**config.mk**
```make
export PLATFORM = sky130hd
export DESIGN_NAME = mem_arbiter
export DESIGN_NICKNAME = d
export VERILOG_FILES = /design/src/rtl/mem_arb_pkg.sv /design/src/rtl/rr_arb2.sv /design/src/rtl/mem_arbiter.sv
export SDC_FILE = /design/constraint.sdc
export NUM_CORES = 1
export LEC_CHECK = 0
export BUFFER_PORTS_ARGS = -buffer_cell sky130_fd_sc_hd__buf_2
export CAP_MARGIN = 20
export CORE_MARGIN = 2
export CORE_UTILIZATION = 45
export CTS_CLUSTER_SIZE = 20
export DETAILED_ROUTE_END_ITERATION = 7
export GPL_ROUTABILITY_DRIVEN = 0
export PLACE_DENSITY = 0.79
export SETUP_SLACK_MARGIN = 0.1
export SYNTH_ARGS = -nofsm -noshare
export SYNTH_HDL_FRONTEND = slang
export SYNTH_SLANG_ARGS = --single-unit
```
**constraint.sdc**
```tcl
create_clock -name clock -period 2.2 [get_ports clock]
set_input_delay 0.11 -clock clock [delete_from_list [all_inputs] [get_ports clock]]
set_output_delay 0.11 -clock clock [all_outputs]
set_load 0.05 [all_outputs]
```
**src/rtl/mem_arb_pkg.sv**
```systemverilog
// Shared types for the two-port RAM arbiter: FSM state encoding and port indices.
package mem_arb_pkg;

  typedef enum logic [1:0] {
    IDLE   = 2'd0,
    ACCESS = 2'd1,
    DONE   = 2'd2
  } arb_state_t;

  localparam int PORT_CPU = 0;
  localparam int PORT_LDR = 1;

endpackage

```
**src/rtl/rr_arb2.sv**
```systemverilog
// Two-way round-robin picker: a lone requester wins; on a tie the port that
// was not served last wins. Purely combinational, one-hot (or zero) result.
module rr_arb2 (
  input  logic [1:0] req,
  input  logic       last,
  output logic [1:0] pick
);

  always_comb begin
    pick = req;
    if (req == 2'b11) begin
      pick = last ? 2'b01 : 2'b10;
    end
  end

endmodule

```
**src/rtl/mem_arbiter.sv**
```systemverilog
// Round-robin arbiter sharing one RAM between the cpu (port 0) and the loader
// (port 1). Each grant runs IDLE->ACCESS->DONE; ack pulses in DONE with rdata.
//
//   state  | meaning
//   IDLE   | waiting for a request; winner's address/data/we latched on grant
//   ACCESS | memory cycle; mem_we high for writes, rdata captured at the end
//   DONE   | owner's ack high, rdata stable; last updated, grant released
module mem_arbiter
  import mem_arb_pkg::*;
#(
  parameter int AW = 8,
  parameter int DW = 8
) (
  input  logic          clock,
  input  logic          reset,
  input  logic          req0,
  input  logic          we0,
  input  logic [AW-1:0] addr0,
  input  logic [DW-1:0] wdata0,
  output logic          ack0,
  input  logic          req1,
  input  logic          we1,
  input  logic [AW-1:0] addr1,
  input  logic [DW-1:0] wdata1,
  output logic          ack1,
  output logic [DW-1:0] rdata,
  output logic [1:0]    gnt,
  output logic [AW-1:0] mem_addr,
  output logic          mem_we,
  output logic [DW-1:0] mem_wdata,
  input  logic [DW-1:0] mem_rdata
);

  arb_state_t    state_q, state_d;
  logic [1:0]    gnt_q, gnt_d;
  logic [1:0]    ack_q, ack_d;
  logic [AW-1:0] addr_q, addr_d;
  logic [DW-1:0] wdata_q, wdata_d;
  logic [DW-1:0] rdata_q, rdata_d;
  logic          mem_we_q, mem_we_d;
  logic          last_q, last_d;
  logic [1:0]    pick;

  rr_arb2 u_pick (
    .req  ({req1, req0}),
    .last (last_q),
    .pick (pick)
  );

  always_ff @(posedge clock or posedge reset) begin
    if (reset) begin
      state_q  <= IDLE;
      gnt_q    <= 2'b00;
      ack_q    <= 2'b00;
      addr_q   <= '0;
      wdata_q  <= '0;
      rdata_q  <= '0;
      mem_we_q <= 1'b0;
      last_q   <= 1'b1;
    end else begin
      state_q  <= state_d;
      gnt_q    <= gnt_d;
      ack_q    <= ack_d;
      addr_q   <= addr_d;
      wdata_q  <= wdata_d;
      rdata_q  <= rdata_d;
      mem_we_q <= mem_we_d;
      last_q   <= last_d;
    end
  end

  always_comb begin
    state_d  = state_q;
    gnt_d    = gnt_q;
    ack_d    = 2'b00;
    addr_d   = addr_q;
    wdata_d  = wdata_q;
    rdata_d  = rdata_q;
    mem_we_d = 1'b0;
    last_d   = last_q;
    unique case (state_q)
      IDLE: begin
        if (pick != 2'b00) begin
          gnt_d   = pick;
          state_d = ACCESS;
          if (pick[PORT_LDR]) begin
            addr_d   = addr1;
            wdata_d  = wdata1;
            mem_we_d = we1;
          end else begin
            addr_d   = addr0;
            wdata_d  = wdata0;
            mem_we_d = we0;
          end
        end
      end
      ACCESS: begin
        // Read data is captured for writes too (returns the pre-write contents).
        rdata_d = mem_rdata;
        ack_d   = gnt_q;
        state_d = DONE;
      end
      DONE: begin
        last_d  = gnt_q[PORT_LDR];
        gnt_d   = 2'b00;
        state_d = IDLE;
      end
      default: begin
        gnt_d   = 2'b00;
        state_d = IDLE;
      end
    endcase
  end

  assign ack0      = ack_q[PORT_CPU];
  assign ack1      = ack_q[PORT_LDR];
  assign gnt       = gnt_q;
  assign rdata     = rdata_q;
  assign mem_addr  = addr_q;
  assign mem_wdata = wdata_q;
  assign mem_we    = mem_we_q;

endmodule

```
## Yosys cells after proc, flatten, opt, wreduce, memory -nomap -nowiden

Cells that the tools add are included.

- Mux-type cells: 12
- Equal/unequal tests: 4
- Bitwise gates (word level): 1
- Reductions and logical operators: 4

Operators by type and width:

| kind | count |
|---|---|
| 2-to-1 mux 8 bit | 2 |
| 2-to-1 mux 2 bit | 5 |
| case mux 2 bit (2 select lines) | 2 |
| equality test 2 bit (second input constant) | 2 |
| AND reduction 2 bit | 2 |
| 2-to-1 mux 1 bit | 3 |
| equality test 2 x 1 -> 1 bit (second input constant) | 1 |
| zero test 2 bit | 1 |
| != test 2 bit (second input constant) | 1 |
| nonzero test 2 bit | 1 |
| inverter 1 bit | 1 |

- Output and inout port bits: 29
- Bits of input ports: 46
- Word-level logic and storage cells: 29
- Register bits: 32

## Logic depth before layout (Yosys ltp)

Gate-level depths: netlist (run 1).

- Depth after elaboration: 5
- Depth in mapped cells: 6
- Mapped depth without buffers: 4

## Modules after synthesis

From an unflattened synthesis (run 1), not the netlist that was laid out.

- Cells, all modules: 113
- Area total of the unflattened synthesis: 1466.4 um2

By module, submodules not included:

| module | area each (um2) | times used | sequential area each (um2) | cells each |
|---|---|---|---|---|
| mem_arbiter | 1447.6 | 1 | 802.0 | 110 |
| rr_arb2 | 18.8 | 1 | 0.0 | 3 |

## Worst setup path before layout (run 1)

No wires, ideal clock.

- Path type: flip-flop to flip-flop
- Start point: reg last_q
- End point: reg addr_q[5], in the netlist mem_addr[5]
- Setup slack: 650 ps
- Cell stages (with the launch flop): 6
- Required time: 2075 ps
- Arrival: 1425 ps
- Buffers on the path: 2
- Period minus slack after synthesis: 1550 ps
- Library setup time: 125 ps
- Cells stage by stage: dfstp_2 -> a21bo_1 -> buf_6 -> buf_12 -> mux2_4 -> mux2_4

- Word-level cells in the longest chain between the ends: 4
- Elaborated cells between the ends (all ways): 5
- Classes of those cells: mux (3); reduce/logical (2)

Ends and longest elaborated chain:

| item | RTL line | RTL |
|---|---|---|
| start: declaration | mem_arbiter.sv:41 | `logic last_q, last_d;` |
| start signal: assignment | mem_arbiter.sv:68 | `last_q <= last_d;` |
| 2-to-1 mux 2 bit (*) | rr_arb2.sv:12 | `pick = last ? 2'b01 : 2'b10;` |
| 2-to-1 mux 2 bit (*) | rr_arb2.sv:11 | `if (req == 2'b11) begin` |
| nonzero test 2 bit | mem_arbiter.sv:83 | `if (pick != 2'b00) begin` |
| AND reduction 2 bit (no source line) | - |  |
| end signal: assignment | mem_arbiter.sv:64 | `addr_q <= addr_d;` |
| end: declaration | mem_arbiter.sv:37 | `logic [AW-1:0] addr_q, addr_d;` |

Mark *: on every way between the ends. The rest lies on a longest branch, timed or not.
A chain may end at the register's enable or synchronous reset.

## Worst setup path in the final report (run 1)

- Start point: reg last_q
- End point: reg wdata_q[4], in the netlist mem_wdata[4]

- Word-level cells in the longest chain between the ends: 4
- Elaborated cells between the ends (all ways): 5
- Classes of those cells: mux (3); reduce/logical (2)

Ends and longest elaborated chain:

| item | RTL line | RTL |
|---|---|---|
| 2-to-1 mux 2 bit (*) | rr_arb2.sv:12 |  |
| 2-to-1 mux 2 bit (*) | rr_arb2.sv:11 |  |
| nonzero test 2 bit | mem_arbiter.sv:83 |  |
| AND reduction 2 bit (no source line) | - |  |
| end signal: assignment | mem_arbiter.sv:65 | `wdata_q <= wdata_d;` |
| end: declaration | mem_arbiter.sv:38 | `logic [DW-1:0] wdata_q, wdata_d;` |

Marks and branches as above.

==> impl_metrics.yaml, run 1 <==
sta:
  setup_tns_ns: 0
  rsz0062_at_grt: "no"
  fin_crit_sh: 0.718
  hold_viol_final: 0
  max_freq_mhz: 633
  drv_slew: 0
  worst_pin_slew_ns: 0.388
  relSlewSlack: 0.741
  finalSetupViolCount: 0
  finClkSkew_ns: 0.00507
  finalCriticalPeriod_ns: 1.58
route:
  drt_iter0_drc: 31
  drc_errors: 0
  vias: 1168
  routed_wl_um: 3400
  first_pass_iters: 4
  viasPerCell: 4.73
  wl_per_cell_um: 13.8
  ant_nets: 0
clock_tree:
  cts_root_buf: "clkbuf_4"
  cts_buffers: 5
  clk_latency_ns: 0.33
  cts_num_sinks: 32
  ctsLongestPathBuffers: 2
  htreeDepth: 2
  cts_resized: 0
  clkTransAtPathRegs_ns: 0.09
  cts_tree: "yes"
global_routing:
  grt-ovfl-total: 0
  grt_pass1_wl_um: 5490
  grtUsageTotal: 0.207
  grt_pass1_vias: 1196
  grt_max_degree: 33
  grt_antenna_before_repair: 0
cells_and_area:
  diodes: 0
  final_core_util: 0.674
  final_cell_mix: "74 x buf_2, 31 x dfrtp_1, 24 x nand2_1, 17 x mux2_2, 16 x mux2_4"
  drive_gt1_frac: 0.601
  layout_commonest_cell: "buf_2"
  nets: 248
  stdcell_count: 247
  syn_to_final_growth_pct: 40.3
floorplan:
  die_width_um: 61.5
  std_cell_rows: 20
  dieArea_um2: 3790
  initial_core_util: 0.480
  ioPinCount: 75
  die_h_um: 61.5
  core_um2: 3100
job:
  cap_violations: 0
yosys:
  async_reset_ff_frac: 1.00
  postSynthAreaPerCell_um2: 13.3
  ys_ff_latch: 32
  postSynthCellCount: 112
  ys_seq_area_frac: 0.538
  synth-main-ff-cell: "dfrtp_1"
  synthesis.nets: 158
  synth_edf_count: 0
  yosys.cell_types.count: 22
  yosys_warnings: 0
  synth_area_um2: 1490
min_path:
  holdPathEnd: "mem_we$_DFF_PP0_"
  hp-class: "input port to flop"
  min_path_cells: 3
  hp-start: "we1"
critical_path:
  critPathKind: "flop to flop"
  end_kind: "flop"
  reg2reg_slack_ns: 0.62
  cp-start-kind: "flop"
  critical_path_required_ns: 2.42
  r2r_cells: 4
  crit_arrival_ns: 1.80
  r2r-start: "last_q$_DFFE_PP1N_"
  reg2reg_to: "mem_wdata[4]$_DFFE_PP0P_"
  path_max_fanout: 9
placed_design:
  dp.cells: 230
  port-buffer-count: 74
  dp_hpwl_um: 2500
pwr:
  ir_drop_uv: 731
  power.density_nw_per_um2: 1660
  p_leak_nw: 1.13
run_status:
  status: "finished, final reports clean"
## worst max-delay path by stage
stage                                to  cells past startpoint  slack (ns)          startpoint
3_3_place_gp   mem_wdata[7]$_DFFE_PP0P_                      4        0.68  last_q$_DFFE_PP1N_
5_1_grt        mem_wdata[4]$_DFFE_PP0P_                      4        0.54  last_q$_DFFE_PP1N_
2_1_floorplan   mem_addr[5]$_DFFE_PP0P_                      5        0.65  last_q$_DFFE_PP1N_
6_report       mem_wdata[4]$_DFFE_PP0P_                      4        0.62  last_q$_DFFE_PP1N_
4_1_cts        mem_wdata[4]$_DFFE_PP0P_                      4        0.61  last_q$_DFFE_PP1N_
3_5_place_dp   mem_wdata[6]$_DFFE_PP0P_                      4        0.64  last_q$_DFFE_PP1N_
## worst max-delay path: stages, from the launching register on
cell	delay, ns
dfstp_2	0.55
a21bo_1	0.13
buf_4	0.18
mux2_2	0.35
mux2_2	0.26
## routing by layer
metal  up-vias  share of wire  track usage
li1        553              -            -
met1       575           0.35        0.227
met2        38           0.59        0.374
met3         2          0.056       0.0672
met4         0         0.0079       0.0729
met5         -              0            0
## kinds of logic after synthesis
kind of cell | share of synthesized area
AOI/OAI and AO/OA | 0.0243
buffers and inverters | 0.0395
DFF | 0.538
muxes | 0.296
and+or+nand+nor | 0.102
## power by group
group          internal [W]  leakage (nW)  total (W)  switching [W]
combinational      0.000617         0.693    0.00194        0.00132
clock              0.000302        0.0515   0.000489       0.000187
sequential         0.000875         0.387    0.00104       0.000169
## sequential cells by signal (all words and copies together) (netlist names)
name / count
mem_addr: 8
last_q: 1
rdata: 8
mem_we: 1
mem_wdata: 8
ack_q: 2
gnt: 2
state_q: 2
## final cells by class
class / instances / area [µm²]
fillers: 266 / 1010
flip-flops and latches: 32 / 802
multi-input cells: 72 / 629
repair buffers: 88 / 498
clock buffers: 7 / 65.1
well taps: 44 / 55.1
clock inverters: 1 / 30.0
inverters: 3 / 11.3
## stage by stage
stage,cell area [µm²],power (W),setup slack [ns],hold slack (ns)
6_report,2090,0.00347,0.621,0.0551
5_1_grt,2090,0.00366,0.542,0.0650
4_1_cts,2090,0.00349,0.608,0.0455
3_5_place_dp,1910,0.00298,0.641,0.245
3_3_place_gp,1910,0.00292,0.676,0.204
2_1_floorplan,1490,0.00255,0.650,0.215
## synthesized netlist by cell type (2+ instances only)
cell      count  area, µm²
mux2_4       16        240
and2_1        2       12.5
nor2_1        2       7.51
inv_1         3       11.3
mux2_2       17        191
nand2_1      24       90.1
nand2b_1      3       18.8
dfrtp_1      31        776
## repair_timing
action                                 in CTS  in global routing
setup buffers                               0                  0
endpoints found under the hold margin      39                  0
hold buffers                                9                  0
(Power assumes the default switching activity.)
==> run 2: changes to the inputs <==
--- a/config.mk
+++ b/config.mk
@@ -5,14 +5,15 @@
 export SDC_FILE = /design/constraint.sdc
 export NUM_CORES = 1
 export LEC_CHECK = 0
+export ABC_AREA = 1
 export BUFFER_PORTS_ARGS = -buffer_cell sky130_fd_sc_hd__buf_2
 export CAP_MARGIN = 20
 export CORE_MARGIN = 2
-export CORE_UTILIZATION = 45
+export CORE_UTILIZATION = 41
 export CTS_CLUSTER_SIZE = 20
 export DETAILED_ROUTE_END_ITERATION = 7
 export GPL_ROUTABILITY_DRIVEN = 0
-export PLACE_DENSITY = 0.79
+export PLACE_DENSITY = 0.75
 export SETUP_SLACK_MARGIN = 0.1
 export SYNTH_ARGS = -nofsm -noshare
 export SYNTH_HDL_FRONTEND = slang
==> constraint.sdc (replaced) <==
create_clock -name clock -period 1.4 [get_ports clock]
set_input_delay 0.07 -clock clock [delete_from_list [all_inputs] [get_ports clock]]
set_output_delay 0.07 -clock clock [all_outputs]
set_load 0.05 [all_outputs]
==> run 2 against run 1 <==
  * Worst setup slack got worse by 0.38 ns
  * Routed wire length increased by 4.4%
  * Combinational power increased by 56%
  * Global-route usage decreased by 3.3 points
  * Power increased by 54%
  * First-iteration DRC count increased by 140%
  * Maximum frequency increased by 36%
  * Cell count increased by 39%
  * Highest routed layer unchanged
==> impl_metrics.yaml, run 2 <==
route:
  vias: 1507
  drt_iter0_drc: 75
  first_pass_iters: 4
  routed_wl_um: 3550
  wl_per_cell_um: 10.3
  viasPerCell: 4.38
  ant_nets: 0
  drc_errors: 0
global_routing:
  grtUsageTotal: 0.174
  grt_antenna_before_repair: 0
  grt_max_degree: 33
  gr-usage-met1: 0.211
  grt_busiest_layer: "met2"
  grt-ovfl-total: 0
  met3_usage: 0.0562
  grt_pass1_vias: 1338
  met2_usage: 0.297
  grt_pass1_wl_um: 5770
yosys:
  postSynthAreaPerCell_um2: 7.58
  synth_area_um2: 1570
  synth_edf_count: 0
  yosysTopAreaCell: "dfrtp_1"
  synthDominantCellAreaShare: 0.494
  ys_seq_area_frac: 0.511
  synthTopCellsByArea: "dfrtp_1 49%, nand2_1 20%, nand3_1 10%, inv_1 9.3%, buf_6 2.2%"
  ys_top_cells_by_count: "83 x nand2_1, 39 x inv_1, 32 x nand3_1"
  yosys_warnings: 0
  yosysMostFrequentCell: "nand2_1"
  yosys.cell_types.count: 17
  synthesis.nets: 253
  ys_ff_latch: 32
  async_reset_ff_frac: 1.00
  postSynthCellCount: 207
  synth-main-ff-cell: "dfrtp_1"
cells_and_area:
  diodes: 0
  drive_gt1_frac: 0.314
  stdcell_count: 344
  syn_to_final_growth_pct: 37.8
  layout_commonest_cell: "nand2_1"
  nets: 341
  n_fill_cell: 362
  final_cell_mix: "83 x nand2_1, 74 x buf_2, 39 x inv_1, 32 x nand3_1, 31 x dfrtp_1"
pwr:
  power.switching_w: 0.00282
  power.density_nw_per_um2: 2470
  seqPwrFrac: 0.302
  p_comb_frac: 0.566
  swShare: 0.528
  p_leak_nw: 1.35
  p_int_w: 0.00252
  p_clk_frac: 0.131
  ir_drop_uv: 1010
sta:
  drv_slew: 0
  finalSetupViolCount: 0
  hold_viol_final: 0
  max_freq_mhz: 862
  worst_pin_slew_ns: 0.380
  finClkSkew_ns: 0.00740
  setup_tns_ns: 0
  relSlewSlack: 0.747
  rsz0062_at_grt: "no"
  finalCriticalPeriod_ns: 1.16
  fin_crit_sh: 0.828
min_path:
  min_path_cells: 3
  hp-start: "mem_rdata[4]"
  hp-class: "input port to flop"
  holdPathEnd: "rdata[4]$_DFFE_PP0N_"
job:
  cap_violations: 0
critical_path:
  cp_num_buf_inv: 2
  critPathKind: "flop to flop"
  r2r-start: "state_q[1]$_DFFE_PP0P_"
  end_kind: "flop"
  critical_path_required_ns: 1.61
  path_delay_family: "simple AND/OR/NAND/NOR gates"
  path_max_fanout: 11
  crit_path_frequent_cell: "nand2_1"
  cp-start-kind: "flop"
  worstPathCellList: "inv_1 > nand2_1 > nor2_8 > buf_6 > nand3_1 > nand2_1"
  crit_arrival_ns: 1.37
  cpMaxStageDelayCell: "dfrtp_1"
  reg2reg_to: "mem_addr[6]$_DFFE_PP0P_"
  reg2reg_slack_ns: 0.24
  max_stage_delay_ns: 0.39
  r2r_cells: 6
floorplan:
  dieArea_um2: 4340
  initial_core_util: 0.429
  die_width_um: 65.9
  core_um2: 3660
  ioPinCount: 75
  die_h_um: 65.9
  std_cell_rows: 22
clock_tree:
  cts_num_sinks: 32
  cts_tree: "yes"
  clk_latency_ns: 0.28
  ctsLongestPathBuffers: 2
  cts_root_buf: "clkbuf_8"
  cts_buffers: 5
  htreeDepth: 2
  clkTransAtPathRegs_ns: 0.06
placed_design:
  dp_hpwl_um: 2580
  dp.cells: 327
  port-buffer-count: 74
run_status:
  status: "finished, final reports clean"
[run 2: what timing repair did]
action | CTS | global route
setup buffers | 0 | 2
resized for setup | 0 | 3
hold buffers | 6 | 1
endpoints found under the setup margin | 0 | 4
endpoints found under the hold margin | 36 | 1
[run 2: routing by layer]
metal / vias up / routed length (µm)
li1: 787 / -
met1: 670 / 1520
met2: 48 / 1790
met3: 2 / 220
met4: 0 / 18
met5: - / 0
[run 2: how the worst max path moves through the flow]
stage                          endpoint  depth (start not counted)                    from  slack (ns)
2_1_floorplan   mem_addr[5]$_DFFE_PP0P_                          7  state_q[1]$_DFFE_PP0P_        0.28
3_3_place_gp   mem_wdata[6]$_DFFE_PP0P_                          6  state_q[1]$_DFFE_PP0P_        0.27
3_5_place_dp    mem_addr[6]$_DFFE_PP0P_                          6  state_q[1]$_DFFE_PP0P_        0.21
4_1_cts         mem_addr[6]$_DFFE_PP0P_                          6  state_q[1]$_DFFE_PP0P_        0.20
5_1_grt            rdata[4]$_DFFE_PP0N_                          5  state_q[1]$_DFFE_PP0P_        0.10
6_report        mem_addr[6]$_DFFE_PP0P_                          6  state_q[1]$_DFFE_PP0P_        0.24
[run 2: worst min-delay path: cells and delay by family]
kind,cells,cell delay (ns)
buffers and inverters,1,0.08
AND/OR/NAND/NOR,2,0.09
[run 2: metrics by stage]
stage | setup WS [ns] | power, W | cell area (µm²) | hold slack [ns] | utilization
5_1_grt | 0.105 | 0.00570 | 2160 | 0.00464 | 0.591
4_1_cts | 0.195 | 0.00531 | 2130 | 0.000449 | 0.582
6_report | 0.240 | 0.00534 | 2160 | 0.00345 | 0.591
3_5_place_dp | 0.213 | 0.00459 | 1980 | 0.172 | 0.541
2_1_floorplan | 0.277 | 0.00389 | 1570 | 0.180 | -
3_3_place_gp | 0.265 | 0.00453 | 1980 | 0.167 | 0.541
[run 2: logic make-up after synthesis]
kind of cell           after synthesis  share of synthesized area
buffers and inverters               48                      0.134
and+or+nand+nor                    124                      0.344
DFF                                 32                      0.511
AOI/OAI and AO/OA                    3                     0.0112
[run 2: final cells by class]
| type | count | area (µm²) | area share |
|---|---|---|---|
| repair buffers | 88 | 497 | 0.230 |
| clock buffers | 8 | 90.1 | 0.0417 |
| well taps | 48 | 60.1 | 0.0278 |
| flip-flops and latches | 32 | 802 | 0.371 |
| inverters | 41 | 156 | 0.0723 |
| multi-input cells | 127 | 557 | 0.258 |
[run 2: power groups by stage]
stage / clock, W / sequential [W] / combinational [W]
after detailed placement: 0 / 0.00162 / 0.00296
after floorplan: 0 / 0.00300 / 0.000895
after global placement: 0 / 0.00162 / 0.00291
final: 0.000701 / 0.00162 / 0.00302
after CTS: 0.000720 / 0.00162 / 0.00298
after global routing: 0.000776 / 0.00166 / 0.00327
